File: src/rtl/uart_pkg.sv
// Shared types and helpers for the parametrised UART receiver.
// Imported by the receiver top level.
package uart_pkg;

   typedef enum logic [2:0] {IDLE, START, DATA, PARITY, STOP} rx_state_e;

   localparam logic PAR_EVEN = 1'b0;
   localparam logic PAR_ODD  = 1'b1;

   function automatic int unsigned calc_div(input int unsigned clk_hz, input int unsigned baud);
      return clk_hz / baud;
   endfunction

endpackage

File: src/rtl/uart_bit_sampler.sv
// Receive-line front end: 2-flop synchroniser, falling-edge detector and a
// 3-sample majority vote taken around mid-bit.
module uart_bit_sampler #(
   parameter int unsigned DIV = 10
) (
   input  logic                   clk,
   input  logic                   rst_n,
   input  logic                   uart_rxd,
   input  logic [$clog2(DIV)-1:0] count,
   output logic                   start_edge,
   output logic                   bit_val
);

   localparam int unsigned CW = $clog2(DIV);
   localparam logic [CW-1:0] C_S0 = CW'(DIV / 2 - 1);
   localparam logic [CW-1:0] C_S1 = CW'(DIV / 2);

   logic sync1_q, sync2_q, rxd_d;
   logic s0_q, s1_q;

   always_ff @(posedge clk or negedge rst_n) begin
      if (!rst_n) begin
         sync1_q <= 1'b1;
         sync2_q <= 1'b1;
         rxd_d   <= 1'b1;
         s0_q    <= 1'b1;
         s1_q    <= 1'b1;
      end else begin
         sync1_q <= uart_rxd;
         sync2_q <= sync1_q;
         rxd_d   <= sync2_q;
         if (count == C_S0) s0_q <= sync2_q;
         if (count == C_S1) s1_q <= sync2_q;
      end
   end

   assign start_edge = rxd_d & ~sync2_q;

   // Third sample is the live synchronised value, so the vote is ready at DIV/2+1.
   assign bit_val = (s0_q & s1_q) | (s0_q & sync2_q) | (s1_q & sync2_q);

endmodule

File: src/rtl/uart_rx_param.sv
// Parametrised UART receiver: configurable data width, optional run-time
// even/odd parity, 1 or 2 stop bits, valid/ready delivery with error status.
module uart_rx_param
   import uart_pkg::*;
#(
   parameter int unsigned CLK_FREQ  = 1000000,
   parameter int unsigned BAUD_RATE = 100000,
   parameter int unsigned DATA_BITS = 8,
   parameter int unsigned PARITY_EN = 1,
   parameter int unsigned STOP_BITS = 1
) (
   input  logic                 clk,
   input  logic                 rst_n,
   input  logic                 uart_rxd,
   input  logic                 parity_mode,
   output logic [DATA_BITS-1:0] rx_data,
   output logic                 rx_valid,
   input  logic                 rx_ready,
   output logic                 parity_err,
   output logic                 frame_err,
   output logic                 overrun_err,
   output logic                 busy
);

   localparam int unsigned DIV = calc_div(CLK_FREQ, BAUD_RATE);
   localparam int unsigned CW  = $clog2(DIV);
   localparam int unsigned BW  = $clog2(DATA_BITS);

   localparam logic [CW-1:0] C_DEC   = CW'(DIV / 2 + 1);
   localparam logic [CW-1:0] C_LAST  = CW'(DIV - 1);
   localparam logic [BW-1:0] BC_LAST = BW'(DATA_BITS - 1);
   localparam logic          SC_LAST = 1'(STOP_BITS - 1);

   if (DIV < 4 || DATA_BITS < 5 || DATA_BITS > 9 || STOP_BITS < 1 || STOP_BITS > 2)
   begin : g_param_check
      $error("uart_rx_param: illegal parameters (DIV >= 4, DATA_BITS 5..9, STOP_BITS 1..2)");
   end

   rx_state_e            state;
   logic [CW-1:0]        count;
   logic [BW-1:0]        bit_cnt;
   logic                 stop_cnt;
   logic [DATA_BITS-1:0] shift_q;
   logic                 par_mode_q;
   logic                 par_err_q;
   logic                 stop_ok_q;
   logic                 start_edge;
   logic                 bit_val;
   logic                 exp_par;

   uart_bit_sampler #(
      .DIV (DIV)
   ) u_sampler (
      .clk        (clk),
      .rst_n      (rst_n),
      .uart_rxd   (uart_rxd),
      .count      (count),
      .start_edge (start_edge),
      .bit_val    (bit_val)
   );

   assign exp_par = (par_mode_q == PAR_ODD) ? ~^shift_q : ^shift_q;
   assign busy    = (state != IDLE);

   always_ff @(posedge clk or negedge rst_n) begin
      if (!rst_n) begin
         state       <= IDLE;
         count       <= '0;
         bit_cnt     <= '0;
         stop_cnt    <= 1'b0;
         shift_q     <= '0;
         par_mode_q  <= PAR_EVEN;
         par_err_q   <= 1'b0;
         stop_ok_q   <= 1'b1;
         rx_data     <= '0;
         rx_valid    <= 1'b0;
         parity_err  <= 1'b0;
         frame_err   <= 1'b0;
         overrun_err <= 1'b0;
      end else begin
         overrun_err <= 1'b0;
         if (rx_valid && rx_ready) rx_valid <= 1'b0;
         count <= (count == C_LAST) ? '0 : count + CW'(1);

         unique case (state)
            IDLE: begin
               count    <= '0;
               bit_cnt  <= '0;
               stop_cnt <= 1'b0;
               if (start_edge) begin
                  state     <= START;
                  par_err_q <= 1'b0;
                  stop_ok_q <= 1'b1;
               end
            end
            START: begin
               if (count == C_LAST) state <= DATA;
               // Decision is applied last so a false start wins even when DIV=4.
               if (count == C_DEC) begin
                  if (bit_val) begin
                     state <= IDLE;
                     count <= '0;
                  end else begin
                     par_mode_q <= parity_mode;
                  end
               end
            end
            DATA: begin
               if (count == C_DEC) shift_q <= {bit_val, shift_q[DATA_BITS-1:1]};
               if (count == C_LAST) begin
                  if (bit_cnt == BC_LAST) begin
                     bit_cnt <= '0;
                     state   <= (PARITY_EN != 0) ? PARITY : STOP;
                  end else begin
                     bit_cnt <= bit_cnt + BW'(1);
                  end
               end
            end
            PARITY: begin
               if (count == C_DEC) par_err_q <= bit_val ^ exp_par;
               if (count == C_LAST) state <= STOP;
            end
            STOP: begin
               if (count == C_LAST && stop_cnt != SC_LAST) stop_cnt <= 1'b1;
               if (count == C_DEC) begin
                  if (stop_cnt == SC_LAST) begin
                     // Commit at the last stop decision so a back-to-back start is not missed.
                     state <= IDLE;
                     count <= '0;
                     if (!rx_valid || rx_ready) begin
                        rx_data    <= shift_q;
                        parity_err <= par_err_q;
                        frame_err  <= ~(stop_ok_q & bit_val);
                        rx_valid   <= 1'b1;
                     end else begin
                        overrun_err <= 1'b1;
                     end
                  end else begin
                     stop_ok_q <= stop_ok_q & bit_val;
                  end
               end
            end
            default: state <= IDLE;
         endcase
      end
   end

endmodule
File: config.mk
export PLATFORM = sky130hd
export DESIGN_NAME = uart_rx_param
export DESIGN_NICKNAME = d
export VERILOG_FILES = /design/src/rtl/uart_pkg.sv /design/src/rtl/uart_bit_sampler.sv /design/src/rtl/uart_rx_param.sv
export SDC_FILE = /design/constraint.sdc
export NUM_CORES = 1
export LEC_CHECK = 0
export CAP_MARGIN = 20
export CORE_ASPECT_RATIO = 0.9
export CORE_UTILIZATION = 60
export CTS_CLUSTER_SIZE = 25
export DETAILED_ROUTE_END_ITERATION = 6
export GPL_TIMING_DRIVEN = 0
export PLACE_DENSITY_LB_ADDON = 0.25
export REMOVE_ABC_BUFFERS = 1
export SYNTH_ARGS = -nofsm -noshare
export SYNTH_HDL_FRONTEND = slang
export SYNTH_HIERARCHICAL = 1
export SYNTH_SLANG_ARGS = --single-unit
File: constraint.sdc
create_clock -name clk -period 3.23 [get_ports clk]
set_input_delay 0.969 -clock clk [delete_from_list [all_inputs] [get_ports clk]]
set_output_delay 0.969 -clock clk [all_outputs]
set_load 0.01 [all_outputs]
After elaboration in Yosys (flattened, before gate mapping)
Index checks and enable logic that the tools add are counted.

operators by class
  multiplexer cells = 38
  bitwise gates (word level) = 12
  eq/ne operators = 18
  reductions and logical operators = 19
  add/sub/neg operators = 2

operator list
  kind                 number
  $mux 3               11
  $mux 4               5
  $ne 2x2->1 const B   9
  $mux 1               16
  $pmux 3 s5           1
  $eq 4x3->1 const B   3
  $pmux 4 s3           1
  $reduce_and 4->1     2
  $reduce_xnor 8->1    1
  $reduce_xor 8->1     1
  $eq 3x2->1 const B   2
  $eq 3x3->1 const B   2
  $pmux 1 s2           3
  $pmux 3 s2           1
  $reduce_and 2->1     3
  $reduce_and 3->1     2
  $reduce_and 6->1     1
  $reduce_bool 2->1    3
  $and 1x1->1          5
  $add 4x1->4 const B  1
  $eq 4x4->1 const B   1
  $not 1->1            4
  $add 3x1->3 const B  1
  $eq 3x1->1 const B   1
  7 further kinds      9

storage, ports and cells
  register bits = 39
  input bits = 5
  word-level logic and storage cells = 107
  output and inout bits = 13

Depth between registers and ports, before layout
Gate-level depths: netlist of the first run.

  word-level depth = 7
  mapped depth = 6

Cells and area by module
Netlist of the first run, hierarchy kept.

by module, submodules not included
  module            times used  cells each  area an instance (um2)
  uart_rx_param     1           136         1652.8
  uart_bit_sampler  1           11          201.4

Worst setup path before layout of the first run
OpenSTA, ideal clock, no wires.

  path type = register to output
  start point = register state[2]
  end point = output busy
  path slack = 1.217 ns
  path buffers = 1
  arrival time = 1.044 ns
  stages on the path, launching flop included = 3
  data required time = 2.261 ns
  path through = dfrtp_1 -> buf_1 -> or3_1

between the ends
  longest elaborated chain between the ends = 1

RTL lines
  item                    line                  RTL
  start, declared         uart_rx_param.sv:39   rx_state_e state;
  start signal, assigned  uart_rx_param.sv:113  state <= (PARITY_EN != 0) ? PARITY : STOP;
  $reduce_bool 3->1       uart_rx_param.sv:63   assign busy = (state != IDLE);
  end, declared           uart_rx_param.sv:22   output logic busy

Every way passes these cells.

Worst setup path after layout of the first run
Ends and elaborated chain as after synthesis.

==> out/metrics.csv, run 1 <==
metric,value,unit
fin util,0.7504,
DR pass1 iterations,4,
Post-CTS Hold Buffers,0,
ys flop type,dfrtp_1,
die width,60.60,um
Post-synth ARST share,1.000,
Worst slew margin,0.4543,
Max Cap Viol,0,
initial antenna violation count,0,
Psw,0.0004634,W
Clock Tree Buf Depth,2,
Final Max Tran Viols,0,
Min-Delay Path Class,flip-flop to flip-flop,
clock root cell,clkbuf_4,
Top Ports,18,
Final ANT Viol Nets,0,
DRC,0,
routability congestion estimate,0.9012,
PD cells,643.7,nW/um2
worst setup path class,flip-flop to primary output,
status,"finished, final reports clean",
drt via density,5.908,
RSZ-0062 raised after global routing,no,
sequential fraction of design power,0.486,
layout net count,173,
nature of the critical path startpoint,flip-flop,
Die H,54.74,um
kind of end point of the critical path,primary output,
required time of the critical path,2260,ps
register area share after synthesis,0.5304,
core area,2838,um2
routed length per instance,15.79,um
Synth Instances,147,
"flops & latches, synth",39,
Synth area leaders,"dfrtp_1, mux2_2, dfstp_2",
CTS Buf Count,5,
yosys warns,6,
port buffer count,17,
CP max FO,14,
logic gate share of total power,0.280,
most numerous cell in the Yosys netlist,dfrtp_1,
clock sinks,39,
Critical Path AT,1880,ps
Finish-stage setup viols,0,
Total Wirelength,3268,um
Worst-Skew Late Latency,350,ps
Unique masters post-synth,46,
Post-synth EDFFs,0,
Layout fillers,208,
Peak supply drop,587.6,uV
P_int,0.0009074,W
total global-route track usage,0.2385,
Synth-to-Final Area Change,14.84,%
largest area contributor in the netlist,dfrtp_1,
clock-pin slew of the registers on the worst-case setup and hold paths,120,ps
Mapped Area,1854,um2
row cnt,18,
Clock power frac,0.234,
n_diodes,0,
first-pass GRT wire length,5533,um
hold violation count in the final report,0,
synthesized area per cell,12.61,um2
global route total overflow,0,
setup TNS,0,ps
min Tclk post-route,2848,ps
vias in the first global route,1250,
via count,1223,
synth cell count leaders,"dfrtp_1, mux2_2, a21oi_1, o21ai_0, xnor2_1",
htree depth,2,
worst hold slack,361.5,ps
post_cts resized,0,
post-CTS setup buffer count,0,
DR iter-0 viols,59,
worst slew pin tran,818.6,ps
Synth top area share,0.4453,
Max Clock Freq,351.1,MHz
leakage power,0.9429,nW
share of cells above drive strength 1,0.2395,
final period utilization,0.8818,
Initial Utilization,0.6534,
CTS tree,yes,
Sw Ratio,0.3381,
DIE AREA,3317,um2
Post-DP HPWL,2323,um
pin count of the biggest net entering global routing,40,
clk_skew,12.71,ps
[power groups by stage]
stage	combinational (W)	sequential, W	clock (W)
finish	0.000383	0.000666	0.000321
global route	0.000422	0.000685	0.000351
CTS	0.000382	0.000664	0.000330
detailed placement	0.000378	0.000673	0
global placement	0.000365	0.000664	0
floorplan	0.000292	0.000646	0
[cell type report]
class | instances | area, um2 | area share
inverter | 5 | 18.77 | 0.008813
tap | 40 | 50.05 | 0.02350
timing repair buffer | 17 | 165.2 | 0.07756
sequential | 39 | 983.4 | 0.4618
clock inverter | 3 | 43.79 | 0.02056
multi-input combinational | 98 | 830.8 | 0.3901
clock buffer | 5 | 37.54 | 0.01763
[cell families after synthesis]
kind of cell	count (synthesis)	share of synthesized area
DFF	39	0.5304
and+or+nand+nor	36	0.1343
AOI/OAI and AO/OA	28	0.1100
muxes	22	0.1350
buffers and inverters	10	0.02158
xor gates and xnor gates	9	0.04993
adders and majority gates	3	0.01889
[sequential cells by signal (all words and copies together), names as in the netlist]
register and flops:
stop_cnt 1, bit_cnt 3, parity_err 1, u_sampler/s0_q 1
shift_q 8, u_sampler/sync2_q 1, par_err_q 1, u_sampler/s1_q 1
frame_err 1, u_sampler/rxd_d 1, u_sampler/sync1_q 1, rx_data 8
state 3, par_mode_q 1, rx_valid 1, stop_ok_q 1
count 4, overrun_err 1
[through the flow]
stage	std cells	setup WS (ps)	area, um2	total power (W)
final	207	381.9	2130	0.001371
after global routing	207	286.9	2130	0.001458
after CTS	207	383.1	2130	0.001376
after detailed placement	199	785.9	2048	0.001051
after global placement	199	356.8	2053	0.001029
after floorplan	142	1317	1833	0.0009379
[metal layers]
layer,global-route usage,vias up,routed length [um]
met4,0.08712,0,47
met2,0.3864,40,1615
met1,0.2929,601,1429
met5,0,-,0
li1,-,576,-
met3,0.08983,6,176
[placed cells by master (no fill, tap or decap), types with 3 or more instances in the layout]
master | synthesis | routed
nand3_1 | 5 | 5
clkbuf_4 | 0 | 5
xnor2_1 | 7 | 7
nor2_1 | 5 | 5
clkdlybuf4s50_1 | 0 | 16
a21oi_1 | 7 | 7
nand2b_1 | 3 | 3
dfstp_2 | 6 | 6
o2bb2ai_1 | 3 | 3
mux2_2 | 19 | 19
a22oi_1 | 4 | 4
dfrtp_1 | 33 | 33
o21ai_0 | 7 | 7
nand2_1 | 6 | 6
inv_1 | 4 | 4
[critical path, cell delays in order, from the launching register on]
cell and delay, ps:
dfrtp_1 550, or3_1 480, clkdlybuf4s50_1 500
[worst paths after layout]
check                                       startpoint  slack [ps]                           to  depth (start not counted)
setup / recovery                  state[2]$_DFFE_PN0P_         380                         busy                          2
hold / removal             u_sampler/sync1_q$_DFF_PN1_         360  u_sampler/sync2_q$_DFF_PN1_                          0
setup reg to reg                    count[0]$_DFF_PN0_        1300       rx_data[3]$_DFFE_PN0P_                          4
min in group asynchronous                        rst_n         700           count[0]$_DFF_PN0_                          1
max in group asynchronous                        rst_n        2000           rx_valid$_DFF_PN0_                          1
hold reg to reg            u_sampler/sync1_q$_DFF_PN1_         360  u_sampler/sync2_q$_DFF_PN1_                          0
(Power assumes the default switching activity.)
==> run 2: changes to the inputs <==
Settings changed: CELL_PAD_IN_SITES_DETAIL_PLACEMENT from default to 2, CELL_PAD_IN_SITES_GLOBAL_PLACEMENT from default to 2, CORE_UTILIZATION 60 to 41.
==> run 2 against run 1 <==
Net effect: non-clock buffer count stayed put; first-iteration DRC count is 24% lower; worst hold slack gained 0.62 ps; largest cell class unchanged.
==> out/metrics.csv, run 2 (synthesized netlist as in run 1, its figures left out) <==
metric,value,unit
final worst setup slack,449.7,ps
post-CTS setup buffer count,0,
htree depth,2,
layout net count,173,
Total Wirelength,4245,um
Min-Delay Path Class,flip-flop to flip-flop,
clk_skew,8.047,ps
Slowest cell on crit path,dfrtp_1,
RSZ-0062 raised after global routing,no,
Worst-Skew Late Latency,290,ps
Synth-to-Final Area Change,18.15,%
final period utilization,0.8608,
Final ANT Viol Nets,0,
die width,72.89,um
Post-Layout Cell Count,227,
vias in the first global route,1388,
leakage power,0.9590,nW
Worst R2R End,rx_data[4]$_DFFE_PN0P_,
Max Cap Viol,0,
n_diodes,0,
port buffer count,17,
routed length per instance,18.70,um
Finish-stage setup viols,0,
Post-DP HPWL,2945,um
Worst slew margin,0.4227,
row cnt,22,
required time of the critical path,2260,ps
clock sinks,39,
Peak supply drop,343.7,uV
Crit path largest cell delay,560,ps
R2R setup slack,1200,ps
worst slew pin tran,865.9,ps
most frequent cells in the layout,"dfrtp_1, mux2_2, clkdlybuf4s50_1",
min Tclk post-route,2780,ps
total global-route track usage,0.2059,
"most common cell after layout, fill and taps aside",dfrtp_1,
setup TNS,0,ps
core area,4212,um2
DR pass1 iterations,4,
Top Ports,18,
kind of end point of the critical path,primary output,
Worst Setup EP,busy,
hold violation count in the final report,0,
cells on worst reg2reg path,4,
CTS Buf Count,5,
initial antenna violation count,0,
pre-CTS setup slack,757.9,ps
Placed Cells,219,
share of cells above drive strength 1,0.2395,
CP Cell Sequence,or3_1 -> clkdlybuf4s50_1,
Die H,65.80,um
Clock Tree Buf Depth,2,
area of placed instances,2073,um2
via count,1263,
clock-pin slew of the registers on the worst-case setup and hold paths,80,ps
Post-CTS Hold Buffers,0,
CTS tree,yes,
post_cts resized,0,
Max Clock Freq,359.7,MHz
Largest regs,"rx_data x8, shift_q x8, count x4",
design area,2191,um2
worst setup path class,flip-flop to primary output,
clock root cell,clkbuf_8,
DR iter-0 viols,45,
nature of the critical path startpoint,flip-flop,
worst hold slack,362.2,ps
Final Max Tran Viols,0,
crit path launch,state[2]$_DFFE_PN0P_,
DIE AREA,4796,um2
Initial Utilization,0.4403,
PD cells,688.5,nW/um2
global route total overflow,0,
r2r startpoint,count[0]$_DFF_PN0_,
Critical Path AT,1810,ps
routability congestion estimate,0.8162,
pin count of the biggest net entering global routing,40,
first-pass GRT wire length,7279,um
CP max FO,14,
status,"finished, final reports clean",
drt via density,5.564,
DRC,0,
## run 2: cell types whose count changed in the layout (fill, tap and decap cells not counted)
cell,change
clkbuf_8,+6
clkbuf_4,-5
clkinv_4,-1
## run 2: layout make-up
cell class | instances | area (um2)
fillers | 419 | 2021
flip-flops and latches | 39 | 983.4
multi-input cells | 98 | 830.8
repair buffers | 17 | 165.2
clock buffers | 6 | 82.58
well taps | 60 | 75.07
clock inverters | 2 | 35.03
inverters | 5 | 18.77
## run 2: per-layer routing
layer / up-vias / global-route usage / wire (um)
met4: 0 / 0.07353 / 57
met3: 6 / 0.03963 / 128
met1: 659 / 0.2762 / 1933
met2: 23 / 0.3329 / 2127
li1: 575 / - / -
met5: - / 0 / 0
## run 2: per-stage QoR
stage                     utilization   power, W
final                          0.5202   0.001508
after global routing           0.5202   0.001588
after CTS                      0.5202   0.001522
after detailed placement       0.4923   0.001086
after global placement         0.4935   0.001047
after floorplan                     -  0.0009379
## run 2: worst max-delay path: cells and delay by family (launching register included)
family	cells	cell delay, ps
flip-flops	1	560
buffers and inverters	1	500
AND/OR/NAND/NOR	1	470
## run 2: how the worst min path moves through the flow
stage | start | to | slack, ps | cells past startpoint
floorplan | u_sampler/sync1_q$_DFF_PN1_ | u_sampler/sync2_q$_DFF_PN1_ | 350 | 0
global placement | u_sampler/sync1_q$_DFF_PN1_ | u_sampler/sync2_q$_DFF_PN1_ | 350 | 0
detailed placement | u_sampler/sync1_q$_DFF_PN1_ | u_sampler/sync2_q$_DFF_PN1_ | 350 | 0
CTS | u_sampler/sync1_q$_DFF_PN1_ | u_sampler/sync2_q$_DFF_PN1_ | 360 | 0
global route | u_sampler/sync1_q$_DFF_PN1_ | u_sampler/sync2_q$_DFF_PN1_ | 370 | 0
finish | u_sampler/sync1_q$_DFF_PN1_ | u_sampler/sync2_q$_DFF_PN1_ | 360 | 0
## run 2: power breakdown
group / switching, W / internal [W]
Combinational: 0.000223 / 0.000187
Sequential: 0.000117 / 0.000558
Clock: 0.000174 / 0.000250
